<file path="src/rtl/filter_capture_ctrl.sv">
// One-shot frame capture sequencer between the edge-filter output and the frame-buffer write port.
// Optional edge-pixel statistics are built when CAPTURE_STATS_EN is defined.
module filter_capture_ctrl #(
    parameter int unsigned H_RES       = 172,
    parameter int unsigned V_RES       = 320,
    parameter int unsigned ADDR_W      = 16,
    parameter int unsigned TIMEOUT_CYC = 2000000,
    parameter int unsigned EDGE_TH     = 128
) (
    input  logic              clk,
    input  logic              rst,
    input  logic              i_start,
    output logic              o_busy,
    output logic              o_done,
    output logic              o_err,
    input  logic              i_vsync,
    input  logic              i_hsync,
    input  logic              i_de,
    input  logic [7:0]        i_data,
    output logic              o_we,
    output logic [ADDR_W-1:0] o_waddr,
    output logic [7:0]        o_wdata,
    output logic [ADDR_W-1:0] o_edge_cnt
);

    localparam int unsigned NPIX = H_RES * V_RES;
    localparam int unsigned WD_W = $clog2(TIMEOUT_CYC + 1);

    typedef enum logic [2:0] {IDLE, ARM, CAPTURE, DONE, ERR} state_t;

    state_t            state_q, state_d;
    logic              vs_q, vs_qq;
    logic [ADDR_W-1:0] cnt_q;
    logic [WD_W-1:0]   wdog_q;
    logic              vs_rise, wd_exp, last_pix, start_ok;

    // Edge detected one register later so a rising vsync reaches CAPTURE two cycles after it appears.
    assign vs_rise  = vs_q & ~vs_qq;
    assign wd_exp   = (wdog_q == WD_W'(TIMEOUT_CYC - 1));
    assign last_pix = i_de && (cnt_q == ADDR_W'(NPIX - 1));
    assign start_ok = (state_q == IDLE) && i_start;

    always_comb begin
        state_d = state_q;
        case (state_q)
            IDLE:    if (i_start) state_d = ARM;
            ARM:     if (wd_exp) state_d = ERR;
                     else if (vs_rise) state_d = CAPTURE;
            CAPTURE: if (last_pix) state_d = DONE;
                     else if (vs_rise || (!i_de && wd_exp)) state_d = ERR;
            DONE:    state_d = IDLE;
            ERR:     state_d = IDLE;
            default: state_d = IDLE;
        endcase
    end

    // Busy stays up through the DONE/ERR cycle so it falls together with o_done / o_err.
    always_ff @(posedge clk) begin
        if (rst) begin
            state_q <= IDLE;
            vs_q    <= 1'b0;
            vs_qq   <= 1'b0;
            cnt_q   <= '0;
            wdog_q  <= '0;
            o_busy  <= 1'b0;
            o_done  <= 1'b0;
            o_err   <= 1'b0;
            o_we    <= 1'b0;
            o_waddr <= '0;
            o_wdata <= '0;
        end else begin
            state_q <= state_d;
            vs_q    <= i_vsync;
            vs_qq   <= vs_q;
            o_busy  <= (state_d != IDLE);
            o_done  <= (state_q == DONE);
            o_we    <= 1'b0;
            case (state_q)
                IDLE: if (i_start) begin
                    o_err  <= 1'b0;
                    cnt_q  <= '0;
                    wdog_q <= '0;
                end
                ARM: wdog_q <= wdog_q + WD_W'(1);
                CAPTURE: begin
                    if (i_de) begin
                        o_we    <= 1'b1;
                        o_waddr <= cnt_q;
                        o_wdata <= i_data;
                        wdog_q  <= '0;
                        if (!last_pix) cnt_q <= cnt_q + ADDR_W'(1);
                    end else begin
                        wdog_q <= wdog_q + WD_W'(1);
                    end
                end
                ERR: o_err <= 1'b1;
                default: ;
            endcase
        end
    end

    logic unused_in;

`ifdef CAPTURE_STATS_EN
    logic [ADDR_W-1:0] edge_q;

    always_ff @(posedge clk) begin
        if (rst)
            edge_q <= '0;
        else if (start_ok)
            edge_q <= '0;
        else if (state_q == CAPTURE && i_de && (i_data >= 8'(EDGE_TH)))
            edge_q <= edge_q + ADDR_W'(1);
    end

    assign o_edge_cnt = edge_q;
    assign unused_in  = i_hsync;
`else
    assign o_edge_cnt = '0;
    assign unused_in  = i_hsync ^ start_ok ^ (8'(EDGE_TH) == 8'd0);
`endif

endmodule

</file>
<file path="config.mk">
export PLATFORM = sky130hd
export DESIGN_NAME = filter_capture_ctrl
export DESIGN_NICKNAME = d
export VERILOG_FILES = /design/src/rtl/filter_capture_ctrl.sv
export SDC_FILE = /design/constraint.sdc
export NUM_CORES = 1
export LEC_CHECK = 0
export CAP_MARGIN = 20
export CORE_MARGIN = 2
export CORE_UTILIZATION = 48
export DETAILED_ROUTE_END_ITERATION = 8
export GPL_ROUTABILITY_DRIVEN = 0
export PLACE_DENSITY = 0.77
export SYNTH_ARGS = -nofsm -noshare
export SYNTH_HDL_FRONTEND = slang
export SYNTH_SLANG_ARGS = --single-unit
</file>
<file path="constraint.sdc">
create_clock -name clk -period 1.99 [get_ports clk]
set_input_delay 0.4975 -clock clk [delete_from_list [all_inputs] [get_ports clk]]
set_output_delay 0.4975 -clock clk [all_outputs]
set_load 0.02 [all_outputs]
</file>
Word level (Yosys, flattened, before mapping)
Cells that the tools add are included.

cells by class
  add/sub/neg operators = 2
  equal/unequal tests = 9
  muxes and demuxes = 16
  bitwise gates (word level) = 3
  reductions and logical operators = 14

operators with widths
  cell                                                                    number
  21-bit one-hot mux with 3 select lines                                  1
  16-bit two-way mux                                                      3
  21-bit two-way mux                                                      2
  16-bit one-hot mux with 2 select lines                                  1
  21-bit by 1-bit adder with 21-bit output (second input constant)        1
  21-bit equality test (second input constant)                            1
  16-bit by 1-bit adder with 16-bit output (second input constant)        1
  16-bit equality test (second input constant)                            1
  3-bit two-way mux                                                       5
  3-bit one-hot mux with 3 select lines                                   1
  3-bit by 2-bit equality test with 1-bit output (second input constant)  2
  2-bit inequality test (second input constant)                           3
  2-bit AND reduction                                                     3
  3-bit nonzero test                                                      2
  4-bit AND reduction                                                     1
  2-bit nonzero test                                                      2
  3-bit by 1-bit equality test with 1-bit output (second input constant)  1
  3-bit equality test (second input constant)                             1
  3-bit logical NOT                                                       1
  1-bit logical AND                                                       2
  1-bit two-way mux                                                       2
  1-bit inverter                                                          2
  1-bit one-hot mux with 2 select lines                                   1
  2-bit OR reduction                                                      1
  3 further kinds                                                         3

word-level totals
  bits in registers = 70
  input bits = 14
  output and inout bits = 44
  word-level logic and storage cells = 55

Longest topological paths before layout
Gate-level depths: netlist (run 1).

  depth after elaboration = 7
  mapped depth = 7
  mapped depth without buffers = 5

Least setup slack after synthesis (run 1)
No wires, ideal clock.

  path kind = input-to-reg
  start point = input port i_start
  end point = register cnt_q[15]
  library setup time = 0.072 ns
  arrival = 1.878 ns
  required time = 1.918 ns
  slack = 0.040 ns
  cell stages on the path = 6
  path buffers = 2
  cell sequence = or4b_1 > buf_2 > and4_4 > buf_6 > nor4_1 > mux2i_1

between the ends
  longest elaborated chain between the ends = 2

ends and longest elaborated chain
  element                          line  source
  from (decl)                      12    input logic i_start,
  2-bit inequality test (no line)  n/a
  4-bit AND reduction (no line)    n/a
  to (signal assigned)             91    if (!last_pix) cnt_q <= cnt_q + ADDR_W'(1);
  to (decl)                        33    logic [ADDR_W-1:0] cnt_q;

No other way between the ends.
A chain may end at the register's enable or synchronous reset.

Worst setup path after layout (run 1)
  start point = input port i_start
  end point = register cnt_q[11]

The elaborated chain is that of the path after synthesis.

==> impl_metrics.env, run 1 <==
export IMPL_status="finished clean"
export IMPL_critical_path_reg2reg_endpoint="cnt_q[3]"
export IMPL_period_needed_ps=1940
export IMPL_antenna_violations_before_repair=0
export IMPL_cts_buffers=9
export IMPL_timing_reg2reg_worst_path_depth=5
export IMPL_endpoint_of_the_worst_hold_timing_path="o_waddr[1]"
export IMPL_area_of_the_multi_input_gates_mm2=0.00178
export IMPL_cts_root_to_sink_buffers=2
export IMPL_cell_count_of_the_worst_hold_path=2
export IMPL_p_total_w=0.00309
export IMPL_grt_overflow=0
export IMPL_nets=481
export IMPL_layout_worst_path_cycle_share_pct=97.6
export IMPL_drt_drc_violations_left=0
export IMPL_proportion_of_synthesized_flip_flops_having_asynchronous_set_or_reset_pct=0
export IMPL_critPathKind="input port to flip-flop"
export IMPL_reg2reg_setup_slack_ps=130
export IMPL_cap_viol_max_count=0
export IMPL_rr_startpoint="cnt_q[1]"
export IMPL_dieArea_mm2=0.00762
export IMPL_worst_setup_path_start_kind="input port"
export IMPL_fillCellCount=602
export IMPL_post_synth_main_area_contributors="sky130_fd_sc_hd__dfxtp_1 (42%), sky130_fd_sc_hd__nand2_1 (8.0%), sky130_fd_sc_hd__a21oi_1 (7.2%), sky130_fd_sc_hd__buf_4 (3.6%), sky130_fd_sc_hd__nand4_1 (3.4%)"
export IMPL_total_leakage_power_nw=1.45
export IMPL_total_of_warnings_raised_by_yosys=0
export IMPL_rsz0062_at_grt="false"
export IMPL_timing_max_slew_rel_slack_pct=62.8
export IMPL_vias_per_cell=5.63
export IMPL_seqPwrFrac_pct=46.1
export IMPL_first_pass_grt_wire_length_um=12900
export IMPL_yosysSeqAreaShare_pct=42.1
export IMPL_timing_critical_path_to_type="flip-flop"
export IMPL_final_setup_skew_ps=5.61
export IMPL_die_width_um=87.3
export IMPL_drt_pass_1_iters=4
export IMPL_area_delta_synth_final_pct=26.5
export IMPL_io_buffers=40
export IMPL_number_of_global_route_vias_before_repair=2932
export IMPL_number_of_storage_elements_in_the_synthesis_netlist=70
export IMPL_synth_area_per_cell_um2=8.22
export IMPL_power_frac_clock_pct=45.4
export IMPL_number_of_flops_mapped_to_enable_cells_by_yosys=0
export IMPL_max_vdd_ir_drop_v=0.000688
export IMPL_numClockSinks=70
export IMPL_final_setup_viol_count=0
export IMPL_cellInternalPower_w=0.00239
export IMPL_post_route_util_pct=62.3
export IMPL_design_portCount=58
export IMPL_synth_cells=405
export IMPL_hold_viol_final=0
export IMPL_dominant_synthesized_flop_cell="sky130_fd_sc_hd__dfxtp_1"
export IMPL_power_density_mw_per_mm2=733
export IMPL_layout_cells_most_common="sky130_fd_sc_hd__nand2_1"
export IMPL_estimated_wirelength_of_the_detail_placed_design_um=5480
export IMPL_yosysTopAreaCellShare_pct=42.1
export IMPL_crit_path_start="i_start"
export IMPL_worst_hold_startpoint="o_waddr[1]"
export IMPL_row_count=30
export IMPL_worst_setup_hold_path_clk_slew_ps=80
export IMPL_sw_frac_of_total_pct=22.6
export IMPL_final_max_slew_viol_count=0
export IMPL_power_share_combinational_pct=8.6
export IMPL_drive_above_1_share_pct=12.8
export IMPL_regArea_mm2=0.00140
export IMPL_h_tree_depth=3
export IMPL_timing_critical_path_fanout_max=6
export IMPL_synthDominantAreaCellType="sky130_fd_sc_hd__dfxtp_1"
export IMPL_hp_class="flip-flop to flip-flop"
export IMPL_detail_route_iter0_violations=95
export IMPL_fmaxAchievable_mhz=515
export IMPL_tightest_slew_ps=550
export IMPL_total_global_route_track_usage_pct=21.2
export IMPL_detailed_place_area_mm2=0.00393
export IMPL_arrival_ps=2220
export IMPL_initial_core_util_pct=49.3
export IMPL_root_driver="sky130_fd_sc_hd__clkbuf_8"
export IMPL_net_switching_power_w=0.000698
export IMPL_layout_common_cells="sky130_fd_sc_hd__nand2_1 (71), sky130_fd_sc_hd__dfxtp_1 (70), sky130_fd_sc_hd__a21oi_1 (48)"
export IMPL_grt_start_max_net_pins=22
export IMPL_postCtsSetupRepairBufs=0
export IMPL_route_vias_total=3095
export IMPL_cts_tree="done"
export IMPL_antenna_cells_inserted=0
export IMPL_finish_instance_area_mm2=0.00421
export IMPL_synth_distinct_cells=48
export IMPL_antenna_left=0
export IMPL_clkLatencyLatePin_ps=350
export IMPL_worst_ep_required_time_ps=2270
export IMPL_die_h_um=87.3
export IMPL_wl_um=7760
export IMPL_route_detailed_wl_per_inst_um=14.1
export IMPL_core_area_mm2=0.00676
export IMPL_post_synth_instance_area_mm2=0.00333
export IMPL_fin_hold_ws_ps=454
synthesized netlist by cell type (6+ instances only):
library cell / number
sky130_fd_sc_hd__a21oi_1: 48
sky130_fd_sc_hd__and3_1: 6
sky130_fd_sc_hd__and4_1: 7
sky130_fd_sc_hd__buf_4: 16
sky130_fd_sc_hd__clkbuf_1: 17
sky130_fd_sc_hd__dfxtp_1: 70
sky130_fd_sc_hd__inv_1: 8
sky130_fd_sc_hd__mux2i_1: 10
sky130_fd_sc_hd__nand2_1: 71
sky130_fd_sc_hd__nand3_1: 10
sky130_fd_sc_hd__nand4_1: 18
sky130_fd_sc_hd__nor2_1: 13
sky130_fd_sc_hd__nor3_1: 6
sky130_fd_sc_hd__o21ai_0: 13
sky130_fd_sc_hd__o31ai_1: 6
sky130_fd_sc_hd__or3_1: 18
sky130_fd_sc_hd__or4_1: 7
cell families (layout without fill, tap and decap cells):
family	after synthesis	count (layout)	share of synthesized area [%]
flip-flops	70	70	42.1
AO/OA/AOI/OAI	82	82	14.1
AND/OR/NAND/NOR	188	188	30.8
multiplexers	11	11	3.35
adder cells (fa/ha/maj)	2	2	0.752
XOR/XNOR	6	6	1.58
buffers and inverters	45	95	7.18
other	1	16	0.113
through the flow:
stage                     std cells  setup WS [ps]  setup TNS (ps)
after CTS                       550           5.16               0
after floorplan                 420           40.1               0
after detailed placement        534           -374          -10240
final                           550           47.6               0
after global placement          534           -358           -8180
after global routing            550           2.49               0
worst max-delay path, cell delays in order:
cell and delay, ps:
sky130_fd_sc_hd__clkdlybuf4s50_1 480, sky130_fd_sc_hd__or4b_4 480, sky130_fd_sc_hd__and4_4 240, sky130_fd_sc_hd__nor4_1 320
sky130_fd_sc_hd__mux2i_1 210
power groups by stage:
stage / combinational [W] / sequential, W / clock (W)
finish: 0.000264 / 0.00142 / 0.00140
global route: 0.000289 / 0.00142 / 0.00148
CTS: 0.000261 / 0.00142 / 0.00143
detailed placement: 0.000257 / 0.00146 / 0
global placement: 0.000252 / 0.00145 / 0
floorplan: 0.000170 / 0.00146 / 0
registers in the layout, indices dropped and copies added (netlist names):
name and count:
o_busy 1, o_wdata 8, o_err 1, cnt_q 16, o_waddr 16, wdog_q 21
o_done 1, state_q 3, o_we 1, vs_q 1, vs_qq 1
worst max-delay path by stage:
stage	to	slack, ps
after global placement	cnt_q[15]	-360
after detailed placement	cnt_q[15]	-370
after global routing	wdog_q[13]	2
final	cnt_q[11]	50
after CTS	cnt_q[1]	5
after floorplan	cnt_q[15]	40
what timing repair did:
action	CTS	global route
resized for setup	2	8
endpoints found under the hold margin	0	0
hold buffers	0	0
setup endpoints to repair	5	13
layer usage:
metal / global-route usage, % / wire length (um) / vias to the layer above
met4: 5.59 / 93 / 0
met5: 0 / 0 / -
met3: 6.07 / 321 / 9
met1: 24.2 / 3200 / 1454
met2: 38.4 / 4150 / 64
li1: - / - / 1568
final cells by class:
class	instances	share of cell area, %
clock buffer	11	3.36
clock inverter	5	2.53
inverter	8	0.713
multi-input combinational	305	42.4
sequential	70	33.3
tap	80	2.38
timing repair buffer	71	15.4
No activity file was read; power rests on OpenSTA's default activity.
==> inputs of run 2 (changes only) <==
--- a/config.mk
+++ b/config.mk
@@ -11,6 +11,7 @@
 export DETAILED_ROUTE_END_ITERATION = 8
 export GPL_ROUTABILITY_DRIVEN = 0
 export PLACE_DENSITY = 0.77
+export SLEW_MARGIN = 40
 export SYNTH_ARGS = -nofsm -noshare
 export SYNTH_HDL_FRONTEND = slang
 export SYNTH_SLANG_ARGS = --single-unit
==> results of run 2 <==
Final layout, timing and power as in run 1 (identical DEF).
